**config.mk**
```make
export PLATFORM = sky130hd
export DESIGN_NAME = lsu_bus_if
export DESIGN_NICKNAME = d
export VERILOG_FILES = /design/src/rtl/lsu_pkg.sv /design/src/rtl/lsu_align.sv /design/src/rtl/lsu_bus_if.sv
export SDC_FILE = /design/constraint.sdc
export NUM_CORES = 1
export LEC_CHECK = 0
export CAP_MARGIN = 10
export CORE_ASPECT_RATIO = 1.25
export CORE_MARGIN = 2
export CORE_UTILIZATION = 27
export DETAILED_ROUTE_END_ITERATION = 8
export GPL_ROUTABILITY_DRIVEN = 0
export GPL_TIMING_DRIVEN = 0
export PLACE_DENSITY = 0.51
export SYNTH_ARGS = -nofsm -noshare
export SYNTH_HDL_FRONTEND = slang
export SYNTH_HIERARCHICAL = 1
export SYNTH_SLANG_ARGS = --single-unit
```
**constraint.sdc**
```tcl
create_clock -name clk -period 7 [get_ports clk]
set_input_delay 1.4 -clock clk [delete_from_list [all_inputs] [get_ports clk]]
set_output_delay 1.4 -clock clk [all_outputs]
set_load 0.02 [all_outputs]
```
**src/rtl/lsu_pkg.sv**
```systemverilog
// lsu_pkg: funct3 codes, FSM states and access-size helpers shared by the LSU bus interface.
package lsu_pkg;

   localparam logic [2:0] LSU_LB  = 3'b000;
   localparam logic [2:0] LSU_LH  = 3'b001;
   localparam logic [2:0] LSU_LW  = 3'b010;
   localparam logic [2:0] LSU_LD  = 3'b011;
   localparam logic [2:0] LSU_LBU = 3'b100;
   localparam logic [2:0] LSU_LHU = 3'b101;
   localparam logic [2:0] LSU_LWU = 3'b110;
   localparam logic [2:0] LSU_SB  = 3'b000;
   localparam logic [2:0] LSU_SH  = 3'b001;
   localparam logic [2:0] LSU_SW  = 3'b010;
   localparam logic [2:0] LSU_SD  = 3'b011;

   typedef enum logic [1:0] {S_IDLE, S_BUS0, S_BUS1, S_RESP} lsu_state_t;

   function automatic logic [3:0] lsu_size(input logic [1:0] s);
      return 4'd1 << s;
   endfunction

   function automatic logic lsu_misaligned(input logic [2:0] a, input logic [1:0] s);
      logic [3:0] m;
      m = lsu_size(s) - 4'd1;
      return |(a & m[2:0]);
   endfunction

   function automatic logic lsu_illegal(input logic [2:0] f3, input logic we, input logic x64);
      return f3 == 3'b111 || (we && f3[2]) || (!x64 && (f3 == LSU_LD || f3 == LSU_LWU));
   endfunction

endpackage

```
**src/rtl/lsu_align.sv**
```systemverilog
// lsu_align: byte-lane placement of store data/enables and load merge, extract and extend.
// With LSU_MISALIGN_SPLIT_EN it also produces the second-word lanes and the split flag.
module lsu_align
   import lsu_pkg::*;
#(
   parameter int XLEN = 32
) (
   input  logic [$clog2(XLEN/8)-1:0] off,
   input  logic [2:0]                f3,
   input  logic [XLEN-1:0]           wdata,
   input  logic [XLEN-1:0]           lo,
   input  logic [XLEN-1:0]           hi,
   output logic [XLEN/8-1:0]         be0,
   output logic [XLEN-1:0]           wd0,
`ifdef LSU_MISALIGN_SPLIT_EN
   output logic [XLEN/8-1:0]         be1,
   output logic [XLEN-1:0]           wd1,
   output logic                      split,
`endif
   output logic [XLEN-1:0]           ld_data
);

   localparam int NB = XLEN / 8;

   logic [7:0]      m8;
   logic [NB-1:0]   mask;
   logic [XLEN-1:0] lane, low;
   logic            sgn;

   assign m8   = 8'((9'd1 << lsu_size(f3[1:0])) - 9'd1);
   assign mask = m8[NB-1:0];

`ifdef LSU_MISALIGN_SPLIT_EN
   assign {be1, be0} = {{NB{1'b0}}, mask} << off;
   assign {wd1, wd0} = {{XLEN{1'b0}}, wdata} << {off, 3'b000};
   assign split      = |be1;
`else
   assign be0 = mask << off;
   assign wd0 = wdata << {off, 3'b000};
`endif

   // hi:lo holds both bus words; shifting right by the offset right-aligns the access
   assign lane = XLEN'({hi, lo} >> {off, 3'b000});

   always_comb begin
      low = '0;
      for (int i = 0; i < NB; i++) low[8*i +: 8] = {8{mask[i]}};
   end

   assign sgn = ~f3[2] & (f3[1:0] == 2'd0 ? lane[7]  :
                          f3[1:0] == 2'd1 ? lane[15] :
                          f3[1:0] == 2'd2 ? lane[31] : lane[XLEN-1]);
   assign ld_data = (lane & low) | (sgn ? ~low : '0);

endmodule

```
**src/rtl/lsu_bus_if.sv**
```systemverilog
// lsu_bus_if: MEM-stage load/store unit on a req/ack data bus with wait states and optional timeout.
// Define LSU_MISALIGN_SPLIT_EN to service misaligned accesses (split over two words) instead of erroring.
module lsu_bus_if
   import lsu_pkg::*;
#(
   parameter int XLEN    = 32,
   parameter int TIMEOUT = 0
) (
   input  logic              clk,
   input  logic              rst,
   input  logic              req_valid,
   output logic              req_ready,
   input  logic              req_we,
   input  logic [2:0]        req_type,
   input  logic [XLEN-1:0]   req_addr,
   input  logic [XLEN-1:0]   req_wdata,
   output logic              resp_valid,
   output logic [XLEN-1:0]   resp_rdata,
   output logic              resp_err,
   output logic              stall_o,
   output logic              bus_req,
   output logic              bus_we,
   output logic [XLEN-1:0]   bus_addr,
   output logic [XLEN-1:0]   bus_wdata,
   output logic [XLEN/8-1:0] bus_be,
   input  logic              bus_ack,
   input  logic [XLEN-1:0]   bus_rdata
);

   localparam int NB = XLEN / 8;
   localparam int LB = $clog2(NB);
   localparam int CW = TIMEOUT > 1 ? $clog2(TIMEOUT) : 1;

   lsu_state_t      state;
   logic            we_q, idle, bad, timed_out;
   logic [2:0]      f3_q, f3;
   logic [LB-1:0]   off_q, off;
   logic [XLEN-1:0] wdata_q, wd_in, lo, wd0, ld_data;
   logic [NB-1:0]   be0;
   logic [CW-1:0]   cnt;

   // In IDLE the aligner sees the incoming request so lanes are ready at acceptance
   assign idle  = state == S_IDLE;
   assign off   = idle ? req_addr[LB-1:0] : off_q;
   assign f3    = idle ? req_type : f3_q;
   assign wd_in = idle ? req_wdata : wdata_q;

`ifdef LSU_MISALIGN_SPLIT_EN
   logic [XLEN-1:0] rd0_q, wd1;
   logic [NB-1:0]   be1;
   logic            split;
   assign bad = lsu_illegal(req_type, req_we, XLEN == 64);
   assign lo  = state == S_BUS1 ? rd0_q : bus_rdata;
`else
   assign bad = lsu_illegal(req_type, req_we, XLEN == 64) || lsu_misaligned(req_addr[2:0], req_type[1:0]);
   assign lo  = bus_rdata;
`endif

   assign timed_out = TIMEOUT > 0 && cnt == CW'(TIMEOUT - 1);

   lsu_align #(.XLEN(XLEN)) u_align (
      .off     (off),
      .f3      (f3),
      .wdata   (wd_in),
      .lo      (lo),
      .hi      (bus_rdata),
      .be0     (be0),
      .wd0     (wd0),
`ifdef LSU_MISALIGN_SPLIT_EN
      .be1     (be1),
      .wd1     (wd1),
      .split   (split),
`endif
      .ld_data (ld_data)
   );

   always_ff @(posedge clk or negedge rst) begin
      if (!rst) begin
         state      <= S_IDLE;
         req_ready  <= 1'b1;
         stall_o    <= 1'b0;
         resp_valid <= 1'b0;
         resp_err   <= 1'b0;
         resp_rdata <= '0;
         bus_req    <= 1'b0;
         bus_we     <= 1'b0;
         bus_addr   <= '0;
         bus_wdata  <= '0;
         bus_be     <= '0;
         we_q       <= 1'b0;
         f3_q       <= '0;
         off_q      <= '0;
         wdata_q    <= '0;
         cnt        <= '0;
`ifdef LSU_MISALIGN_SPLIT_EN
         rd0_q      <= '0;
`endif
      end else begin
         resp_valid <= 1'b0;
         case (state)
            S_IDLE: if (req_valid) begin
               req_ready <= 1'b0;
               stall_o   <= 1'b1;
               we_q      <= req_we;
               f3_q      <= req_type;
               off_q     <= req_addr[LB-1:0];
               wdata_q   <= req_wdata;
               cnt       <= '0;
               if (bad) begin
                  state      <= S_RESP;
                  resp_valid <= 1'b1;
                  resp_err   <= 1'b1;
                  resp_rdata <= '0;
               end else begin
                  state     <= S_BUS0;
                  bus_req   <= 1'b1;
                  bus_we    <= req_we;
                  bus_addr  <= {req_addr[XLEN-1:LB], LB'(0)};
                  bus_wdata <= wd0;
                  bus_be    <= be0;
               end
            end
`ifdef LSU_MISALIGN_SPLIT_EN
            S_BUS0, S_BUS1:
`else
            S_BUS0:
`endif
               if (bus_ack) begin
                  bus_req    <= 1'b0;
                  state      <= S_RESP;
                  resp_valid <= 1'b1;
                  resp_err   <= 1'b0;
                  resp_rdata <= we_q ? '0 : ld_data;
`ifdef LSU_MISALIGN_SPLIT_EN
                  // First half of a word-crossing access: keep the bus and move to the next word
                  if (state == S_BUS0 && split) begin
                     bus_req    <= 1'b1;
                     state      <= S_BUS1;
                     resp_valid <= 1'b0;
                     rd0_q      <= bus_rdata;
                     cnt        <= '0;
                     bus_addr   <= bus_addr + XLEN'(NB);
                     bus_wdata  <= wd1;
                     bus_be     <= be1;
                  end
`endif
               end else if (timed_out) begin
                  bus_req    <= 1'b0;
                  state      <= S_RESP;
                  resp_valid <= 1'b1;
                  resp_err   <= 1'b1;
                  resp_rdata <= '0;
               end else begin
                  cnt <= cnt + 1'b1;
               end
            S_RESP: begin
               state     <= S_IDLE;
               req_ready <= 1'b1;
               stall_o   <= 1'b0;
            end
            default: state <= S_IDLE;
         endcase
      end
   end

endmodule

```
==> flow_results.xml <==
<?xml version="1.0" encoding="UTF-8"?>
<metrics>
  <group name="routing">
    <metric name="postRouteAntennaNets" unit="">0</metric>
    <metric name="route.final.wire_length" unit="mm">23.51</metric>
    <metric name="detail_route.iter0.violations" unit="">189</metric>
    <metric name="drt-pass1-iter-count" unit="">4</metric>
    <metric name="vias" unit="">5630</metric>
    <metric name="route.detailed.wl_per_inst" unit="um">19.38</metric>
    <metric name="detail_route.vias_per_cell" unit="">4.641</metric>
    <metric name="drc" unit="">0</metric>
  </group>
  <group name="synth">
    <metric name="async_flop_share" unit="%">100.0</metric>
    <metric name="postSynthCellCount" unit="">617</metric>
    <metric name="post-synth-top-area-fraction" unit="%">46.13</metric>
    <metric name="synthesis.area" unit="mm^2">0.007757</metric>
    <metric name="synth_ff_type" unit="">sky130_fd_sc_hd__dfrtp_1</metric>
    <metric name="yosys_warnings" unit="">6</metric>
    <metric name="synth_enable_flop_cells" unit="">0</metric>
    <metric name="synth_seq_area_share" unit="%">46.47</metric>
    <metric name="post_synth_num_cell_types" unit="">35</metric>
    <metric name="synth.largest_area_cell" unit="">sky130_fd_sc_hd__dfrtp_1</metric>
    <metric name="yosys.cell_count.top_type" unit="">sky130_fd_sc_hd__dfrtp_1</metric>
    <metric name="synth.top_cells.by_count" unit="">sky130_fd_sc_hd__dfrtp_1, sky130_fd_sc_hd__mux2_2, sky130_fd_sc_hd__nand2_1, sky130_fd_sc_hd__mux2i_1, sky130_fd_sc_hd__inv_1</metric>
    <metric name="synth.top_cells.by_area" unit="">sky130_fd_sc_hd__dfrtp_1, sky130_fd_sc_hd__mux2_2, sky130_fd_sc_hd__mux4_2</metric>
    <metric name="post_synth.cell_area_avg" unit="um^2">12.57</metric>
    <metric name="number_of_synthesized_register_bits" unit="">144</metric>
  </group>
  <group name="timing">
    <metric name="post-route-worst-setup-slack" unit="ns">3.428</metric>
    <metric name="slew_violations" unit="">0</metric>
    <metric name="max-slew-margin-rel" unit="%">40.90</metric>
    <metric name="min_period_over_period" unit="%">51.03</metric>
    <metric name="timing.final.crit_period" unit="ns">3.572</metric>
    <metric name="grt_setup_unrepaired" unit="">no</metric>
    <metric name="finClkSkew" unit="ns">0.008549</metric>
    <metric name="tightest_slew" unit="ns">0.8832</metric>
    <metric name="finalHoldViolations" unit="">0</metric>
    <metric name="max_clock_freq" unit="MHz">279.9</metric>
    <metric name="setup_viol_count_final" unit="">0</metric>
  </group>
  <group name="clocking">
    <metric name="postCtsSetupBuffers" unit="">0</metric>
    <metric name="h-tree-depth" unit="">4</metric>
    <metric name="ctsLongestPathBuffers" unit="">2</metric>
    <metric name="cts_stage_hold_buffer_count" unit="">0</metric>
    <metric name="clock_insertion_delay_worst_skew" unit="ns">0.43</metric>
    <metric name="post_cts_resized" unit="">0</metric>
    <metric name="tritoncts_num_sinks" unit="">144</metric>
    <metric name="numCtsBuffers" unit="">17</metric>
    <metric name="clockRootBuffer" unit="">sky130_fd_sc_hd__clkbuf_16</metric>
    <metric name="clk_pin_slew" unit="ns">0.06</metric>
    <metric name="tritoncts" unit="">built</metric>
  </group>
  <group name="finish">
    <metric name="drive_gt1_share" unit="%">28.67</metric>
    <metric name="num-fill-cells" unit="">2808</metric>
    <metric name="final_core_utilization" unit="%">38.49</metric>
    <metric name="num_antenna_cells" unit="">0</metric>
    <metric name="fin_nets" unit="">949</metric>
    <metric name="area.sequential" unit="mm^2">0.003605</metric>
    <metric name="multi_input_logic_area" unit="mm^2">0.003750</metric>
    <metric name="areaGrowthSynthToFinish" unit="%">40.50</metric>
    <metric name="final-instance-count-excl-fill" unit="">1213</metric>
    <metric name="finish.instance_area" unit="mm^2">0.01090</metric>
  </group>
  <group name="floorplan">
    <metric name="core_area" unit="mm^2">0.02832</metric>
    <metric name="initial_utilization" unit="%">27.39</metric>
    <metric name="floorplan.die_area" unit="mm^2">0.03011</metric>
    <metric name="die_h" unit="um">193.5</metric>
    <metric name="rows" unit="">69</metric>
    <metric name="die_width" unit="um">155.6</metric>
    <metric name="io_pins" unit="">210</metric>
  </group>
  <group name="run_status">
    <metric name="run_status" unit="">finished clean</metric>
  </group>
  <group name="worst_setup_path">
    <metric name="cp_data_arrival_time" unit="ns">3.88</metric>
    <metric name="worstPathMaxFanout" unit="">10</metric>
    <metric name="r2r-start" unit="">state[1]$_DFFE_PN0P_</metric>
    <metric name="worst_r2r_path_depth" unit="">9</metric>
    <metric name="worstPathRequired" unit="ns">7.31</metric>
    <metric name="startpoint_of_the_most_critical_setup_path" unit="">req_addr[1]</metric>
    <metric name="cp-start-kind" unit="">input port</metric>
    <metric name="r2r_end" unit="">bus_wdata[14]$_DFFE_PN0P_</metric>
    <metric name="regToRegSetupSlack" unit="ns">3.63</metric>
    <metric name="worstSetupEndpointType" unit="">flop</metric>
    <metric name="crit_end" unit="">bus_wdata[14]$_DFFE_PN0P_</metric>
    <metric name="critical_path_class" unit="">in2reg</metric>
  </group>
  <group name="pwr">
    <metric name="worst_ir_drop_vdd" unit="mV">0.2056</metric>
    <metric name="power_density" unit="mW/mm^2">478.7</metric>
    <metric name="static-leakage-power" unit="nW">4.521</metric>
  </group>
  <group name="global_routing">
    <metric name="antenna_found_initial" unit="">0</metric>
    <metric name="via_count_of_the_first_global_routing_pass" unit="">5953</metric>
    <metric name="grt_first_pass_wirelength" unit="mm">36.14</metric>
    <metric name="grt_usage" unit="%">15.93</metric>
    <metric name="grt_start_max_net_pins" unit="">106</metric>
    <metric name="overflow" unit="">0</metric>
  </group>
  <group name="placed_design">
    <metric name="detailedPlacementHpwl" unit="mm">17.50</metric>
    <metric name="pre_cts_slack" unit="ns">2.939</metric>
    <metric name="placement.cell_area" unit="mm^2">0.01031</metric>
    <metric name="place.detailed.instances" unit="">1181</metric>
    <metric name="numPortBuffers" unit="">207</metric>
  </group>
  <group name="run">
    <metric name="maxCapViolations" unit="">0</metric>
  </group>
  <group name="min_path">
    <metric name="timing.hold.worst.class" unit="">reg2reg</metric>
  </group>
</metrics>
stage by stage:
| step | hold slack [ns] | power, mW | setup TNS [ns] |
|---|---|---|---|
| 4_1_cts | 0.4959 | 5.305 | 0 |
| 6_report | 0.4939 | 5.218 | 0 |
| 5_1_grt | 0.5100 | 5.561 | 0 |
| 3_3_place_gp | 0.4805 | 4.325 | -293.09 |
| 3_5_place_dp | 0.4842 | 4.346 | 0 |
| 2_1_floorplan | 0.4754 | 3.268 | 0 |
how the worst min path moves through the flow:
stage                                  start                        to  slack (ns)  cells past startpoint
floorplan                f3_q[0]$_DFFE_PN0P_       f3_q[0]$_DFFE_PN0P_        0.48                      1
global placement        resp_err$_DFFE_PN0P_      resp_err$_DFFE_PN0P_        0.48                      2
detailed placement      resp_err$_DFFE_PN0P_      resp_err$_DFFE_PN0P_        0.48                      2
CTS                    req_ready$_DFFE_PN1P_     req_ready$_DFFE_PN1P_        0.50                      2
global route        bus_addr[27]$_DFFE_PN0P_  bus_addr[27]$_DFFE_PN0P_        0.51                      1
finish                  resp_err$_DFFE_PN0P_      resp_err$_DFFE_PN0P_        0.49                      2
metal layers:
layer  up-vias  GRT usage [%]  share of wire, %  wire, um
met3        23          3.315               3.9       926
met5         -              0                 0         0
met1      2831          20.43                44     10360
li1       2629              -                 -         -
met2       147          27.02                51     11890
met4         0          4.689               1.4       337
final cells by class:
cell class                 instances  share of cell area [%]
timing repair buffer             208                   19.31
clock inverter                    15                   1.504
multi-input combinational        392                   34.40
inverter                          34                   1.171
clock buffer                      17                   3.903
sequential                       144                   33.07
tap                              355                   4.075
buffer                            48                   2.560
placed cells by master (no fill, tap or decap), types with 5 or more instances in the layout:
master / instances
sky130_fd_sc_hd__mux2_2: 123
sky130_fd_sc_hd__nor2b_1: 9
sky130_fd_sc_hd__and2_1: 8
sky130_fd_sc_hd__mux4_2: 32
sky130_fd_sc_hd__buf_6: 8
sky130_fd_sc_hd__mux2_4: 19
sky130_fd_sc_hd__clkinv_4: 5
sky130_fd_sc_hd__clkbuf_16: 17
sky130_fd_sc_hd__a211oi_1: 9
sky130_fd_sc_hd__inv_1: 34
sky130_fd_sc_hd__clkinvlp_4: 5
sky130_fd_sc_hd__nor2_1: 15
sky130_fd_sc_hd__o21ai_0: 32
sky130_fd_sc_hd__clkdlybuf4s50_1: 206
sky130_fd_sc_hd__nand2_1: 66
sky130_fd_sc_hd__clkbuf_1: 13
sky130_fd_sc_hd__a21oi_1: 11
sky130_fd_sc_hd__mux2i_1: 48
sky130_fd_sc_hd__dfrtp_1: 143
sky130_fd_sc_hd__buf_2: 19
worst max-delay path: stages:
cell and delay [ns]:
sky130_fd_sc_hd__clkdlybuf4s50_1 0.54, sky130_fd_sc_hd__mux2_2 0.18, sky130_fd_sc_hd__buf_4 0.17, sky130_fd_sc_hd__buf_2 0.30, sky130_fd_sc_hd__buf_2 0.37, sky130_fd_sc_hd__clkbuf_1 0.49, sky130_fd_sc_hd__nor2_1 0.13, sky130_fd_sc_hd__mux2_4 0.29
where the power goes:
group          switching (mW)  internal, mW
clock                   0.396         0.528
sequential              0.172          1.18
combinational            1.49          1.45
sequential cells by signal, summed over array words and instances (netlist names):
signal,count
stall_o,1
req_ready,1
we_q,1
resp_rdata,32
off_q,2
state,2
resp_err,1
bus_we,1
wdata_q,32
resp_valid,1
f3_q,3
bus_wdata,32
bus_req,1
bus_be,4
bus_addr,30
cells by family after synthesis:
group | share of synthesized area, %
flops | 46.47
simple gates | 6.129
buf+inv | 5.242
mux | 37.31
other cells | 0.04834
compound gates | 4.806
No activity file was read; power rests on OpenSTA's default activity.
